**src/rtl/traffic_ctrl_gen.sv**
```systemverilog
// -----------------------------------------------------------------------------
// traffic_ctrl_gen
//
// Highway / country-road intersection controller. The highway rests on green.
// A waiting country car (X) gets a turn once the highway has had its minimum
// green. Country green ends when the road empties, when emg is raised, or when
// MAX_CG runs out. Every hand-over goes through a yellow and an all-red phase.
//
// Ports
//   clock    : single clock, rising-edge active
//   clear    : synchronous active-high reset (forces HG, timer 0)
//   X        : country-road car sensor, 1 = vehicle waiting/present
//   emg      : priority request, 1 = force/hold highway right-of-way
//   hwy      : highway lamp  (0 red, 1 yellow, 2 green)
//   cntry    : country lamp  (same encoding)
//   state_o  : current state code (HG=0 .. R2H=5)
//   tmr_o    : current phase timer, saturating
// -----------------------------------------------------------------------------
module traffic_ctrl_gen #(
    parameter int Y2R_DELAY = 3,
    parameter int R2G_DELAY = 2,
    parameter int MIN_HG    = 4,
    parameter int MAX_CG    = 8,
    parameter int CW        = 4
) (
    input  logic          clock,
    input  logic          clear,
    input  logic          X,
    input  logic          emg,
    output logic [1:0]    hwy,
    output logic [1:0]    cntry,
    output logic [2:0]    state_o,
    output logic [CW-1:0] tmr_o
);

    typedef enum logic [2:0] {
        ST_HG  = 3'd0,
        ST_HY  = 3'd1,
        ST_R2C = 3'd2,
        ST_CG  = 3'd3,
        ST_CY  = 3'd4,
        ST_R2H = 3'd5
    } state_t;

    localparam logic [1:0] LAMP_RED    = 2'd0;
    localparam logic [1:0] LAMP_YELLOW = 2'd1;
    localparam logic [1:0] LAMP_GREEN  = 2'd2;

    // Timer values on which each timed phase ends (timer counts from 0).
    localparam logic [CW-1:0] YEL_LAST  = CW'(Y2R_DELAY - 1);
    localparam logic [CW-1:0] RED_LAST  = CW'(R2G_DELAY - 1);
    localparam logic [CW-1:0] HG_MIN_T  = CW'(MIN_HG - 1);
    localparam logic [CW-1:0] CG_LAST   = CW'(MAX_CG - 1);
    localparam logic [CW-1:0] TMR_MAX   = '1;

    state_t        state_reg, state_next;
    logic [CW-1:0] tmr_reg, tmr_next;

    always_ff @(posedge clock) begin
        if (clear) begin
            state_reg <= ST_HG;
            tmr_reg   <= '0;
        end else begin
            state_reg <= state_next;
            tmr_reg   <= tmr_next;
        end
    end

    // Next state, timer and lamp decode. Lamps depend on state_reg only, so
    // X/emg never reach the lamp outputs combinationally.
    always_comb begin
        state_next = state_reg;
        hwy        = LAMP_RED;
        cntry      = LAMP_RED;

        case (state_reg)
            ST_HG: begin
                hwy = LAMP_GREEN;
                // emg blocks the exit even when the other conditions hold.
                if (X && !emg && (tmr_reg >= HG_MIN_T))
                    state_next = ST_HY;
            end
            ST_HY: begin
                hwy = LAMP_YELLOW;
                if (tmr_reg == YEL_LAST)
                    state_next = ST_R2C;
            end
            ST_R2C: begin
                if (tmr_reg == RED_LAST)
                    state_next = ST_CG;
            end
            ST_CG: begin
                cntry = LAMP_GREEN;
                if (!X || emg || (tmr_reg == CG_LAST))
                    state_next = ST_CY;
            end
            ST_CY: begin
                cntry = LAMP_YELLOW;
                if (tmr_reg == YEL_LAST)
                    state_next = ST_R2H;
            end
            ST_R2H: begin
                if (tmr_reg == RED_LAST)
                    state_next = ST_HG;
            end
            default: begin
                // Codes 6/7: all red for the one cycle before recovering to HG.
                state_next = ST_HG;
            end
        endcase

        // Any state change restarts the phase timer; otherwise saturate.
        if (state_next != state_reg)
            tmr_next = '0;
        else if (tmr_reg == TMR_MAX)
            tmr_next = tmr_reg;
        else
            tmr_next = tmr_reg + 1'b1;
    end

    assign state_o = state_reg;
    assign tmr_o   = tmr_reg;

endmodule

```
**config.mk**
```make
export PLATFORM = sky130hd
export DESIGN_NAME = traffic_ctrl_gen
export DESIGN_NICKNAME = d
export VERILOG_FILES = /design/src/rtl/traffic_ctrl_gen.sv
export SDC_FILE = /design/constraint.sdc
export NUM_CORES = 1
export LEC_CHECK = 0
export CAP_MARGIN = 40
export CORE_AREA = 2 2 39 41
export DETAILED_ROUTE_END_ITERATION = 10
export DIE_AREA = 0 0 41 43
export PLACE_DENSITY_LB_ADDON = 0.25
export SYNTH_ARGS = -nofsm -noshare
export SYNTH_HDL_FRONTEND = slang
export SYNTH_SLANG_ARGS = --single-unit
```
**constraint.sdc**
```tcl
create_clock -name clock -period 1.7 [get_ports clock]
set_clock_uncertainty 0.2 [all_clocks]
set_input_delay 0.425 -clock clock [delete_from_list [all_inputs] [get_ports clock]]
set_output_delay 0.425 -clock clock [all_outputs]
set_load 0.02 [all_outputs]
```
==> impl_metrics.toml <==
[sta]
slew_headroom_pct = 72.6
worst_pin_slew_ns = 0.410
rsz0062_at_grt = "yes"
setup_ws_ns = -0.143
slew_viol_final = 0
tns_ns = -0.550
setup_violations = 5
fin_crit_sh_pct = 108
period_needed_ns = 1.84
fmax_mhz = 543
hold_viol = 0

[floorplanning]
coreArea_um2 = 1380
die_h_um = 43
rows = 14
dieArea_um2 = 1760
die_x_um = 41
io_pins = 15
start_util_pct = 37.3

[synthesis]
synth_area_leader_cell = "dfxtp_1"
synth_cells = 53
synth_cell_types = 30
yosys-top-cells-area = "dfxtp_1, ha_1, a2111oi_2, nor3b_1, buf_6"
syn_area_per_cell_um2 = 9.73
synth-seq-cells = 7
synth_top_area_share_pct = 27.2
yosysWarnings = 0
synth_nets = 60
synth_area_um2 = 515
ys_seq_area_share_pct = 27.2

[cells_and_area]
nets = 101
antennaDiodeCount = 0
final_util_pct = 75.3
final_common_cell = "buf_4"
final_cell_count_no_fill = 109
final_cell_mix = "buf_4, buf_6, nor3b_4, dlygate4sd2_1, dfxtp_4"
syn_to_final_growth_pct = 102
final_layout_size_suffix_gt1_share_pct = 73.1

[critical_path]
reg2reg_depth = 6
crit_path_end = "tmr_o[1]"
required_ns = 1.64
cp_max_fo = 5
crit_path_end_kind = "flop"
startpoint = "tmr_o[0]"
cp-start-kind = "flop"
r2r-start = "tmr_o[0]"
arrival_ns = 1.79
regToRegEndpoint = "tmr_o[1]"
crit_type = "reg -> reg"
rrSetupSlack_ns = -0.14

[cts]
clock-root-buffer = "clkbuf_4"
cts_tree = "yes"
clkTransAtPathRegs_ns = 0.06
cts_buffers = 3
cts.sinks = 7
clk_latency_ns = 0.25
cts-htree-levels = 1
clockBufferDepth = 2

[global_route]
grt_max_degree = 9
grt_pass1_wl_mm = 2.47
antenna_found_initial = 0
grt_pass1_vias = 552
overflow = 0
grtUsageTotal_pct = 21.4

[placed_design]
dp_cells = 100
portBuffers = 14
hpwl_mm = 1.04
gp_congestion = 0.703

[power]
p_total_mw = 0.571
power.switching_mw = 0.188
p_leak_nw = 0.420
clkPwrFrac_pct = 27.8
pwr-share-comb_pct = 36.5
p_int_mw = 0.383
ir_worst_vdd_mv = 0.408
power_per_cell_area_nw_per_um2 = 548
seqPwrFrac_pct = 35.7
sw_frac_of_total_pct = 32.9

[drt]
drc = 0
drt_iter0_drc = 9
ant_nets = 0
viasPerCell = 5.06
dr.pass1.iters = 4
totalWireLength_mm = 1.62
avgRoutedWirePerCell_um = 14.9
vias = 552

[run]
maxCapViolCount = 0

[worst_hold_path]
min_path_type = "reg -> reg"

[run_status]
violations = "setup timing"
status = "finished with violations"
worst max-delay path, stage by stage (launching register included):
cell       delay, ns
dfxtp_4         0.37
inv_4           0.06
ha_4            0.11
nor3b_4         0.21
mux2i_2         0.32
a41oi_4         0.22
a2111oi_2       0.24
worst min-delay path by stage:
stage	start	end	slack (ns)	depth (start not counted)
2_1_floorplan	clear	state_o[2]	0.29	1
3_3_place_gp	state_o[1]	state_o[1]	0.35	2
3_5_place_dp	state_o[1]	state_o[1]	0.36	2
4_1_cts	state_o[1]	state_o[1]	0.37	2
5_1_grt	state_o[1]	state_o[1]	0.38	2
6_report	state_o[1]	state_o[1]	0.35	2
per-stage QoR:
step                      worst slack, ns  area [µm²]  hold WS, ns
after floorplan                   -0.0225         574        0.287
after global placement             -0.324         855        0.355
after detailed placement           -0.352         855        0.359
after CTS                          -0.169         963        0.371
after global routing               -0.293        1040        0.383
final                              -0.143        1040        0.353
sequential cells by signal (all words and copies together), names as in the netlist:
name / flops
tmr_o: 4
state_o: 3
area by class of cell:
cell class | count | area, µm²
clock buffer | 4 | 26.3
fill | 103 | 342
inverter | 3 | 13.8
multi-input combinational | 41 | 498
sequential | 7 | 159
tap | 16 | 20.0
timing repair buffer | 38 | 325
synth_stat cells (all sizes together):
| cell | number |
|---|---|
| buf | 2 |
| o311ai | 1 |
| nand2b | 1 |
| and4bb | 1 |
| inv | 3 |
| nand3 | 3 |
| nor3b | 5 |
| nor4 | 1 |
| ha | 3 |
| xnor2 | 1 |
| nor3 | 3 |
| a21oi | 2 |
| nor2 | 3 |
| a2111oi | 2 |
| a211oi | 1 |
| nand3b | 1 |
| dfxtp | 7 |
| a41oi | 2 |
| nand2 | 1 |
| and3b | 3 |
| a22oi | 1 |
| mux2i | 2 |
| nor2b | 1 |
| o21ai | 3 |
logic make-up (layout without fill, tap and decap cells):
| group | count (synthesis) | in the layout | share of synthesized area (%) |
|---|---|---|---|
| fa+ha+maj | 3 | 3 | 7.28 |
| buf+inv | 5 | 45 | 6.55 |
| simple gates | 23 | 23 | 31.8 |
| mux | 2 | 2 | 4.61 |
| xor+xnor | 1 | 1 | 1.70 |
| flops | 7 | 7 | 27.2 |
| compound gates | 12 | 12 | 20.9 |
layer usage:
metal  part of all wire [%]  up-vias  GRT usage (%)
li1                       -      282              -
met1                     39      253           23.2
met2                     55       13           35.0
met3                    3.7        4           4.71
met4                    2.1        0           13.3
met5                      0        -              0
power groups by stage:
stage	sequential (mW)	combinational, mW	clock, mW
2_1_floorplan	0.217	0.0725	0
3_3_place_gp	0.204	0.155	0
3_5_place_dp	0.204	0.158	0
4_1_cts	0.199	0.188	0.162
5_1_grt	0.206	0.224	0.168
6_report	0.204	0.209	0.159
what timing repair did:
item                       4_1_cts  5_1_grt
pin swaps                        5        6
resized for setup               41       24
setup endpoints to repair       15       14
buffers inserted                 4        2
hold buffers                     0        0
hold endpoints to repair         0        0
No activity file was read; power rests on OpenSTA's default activity.
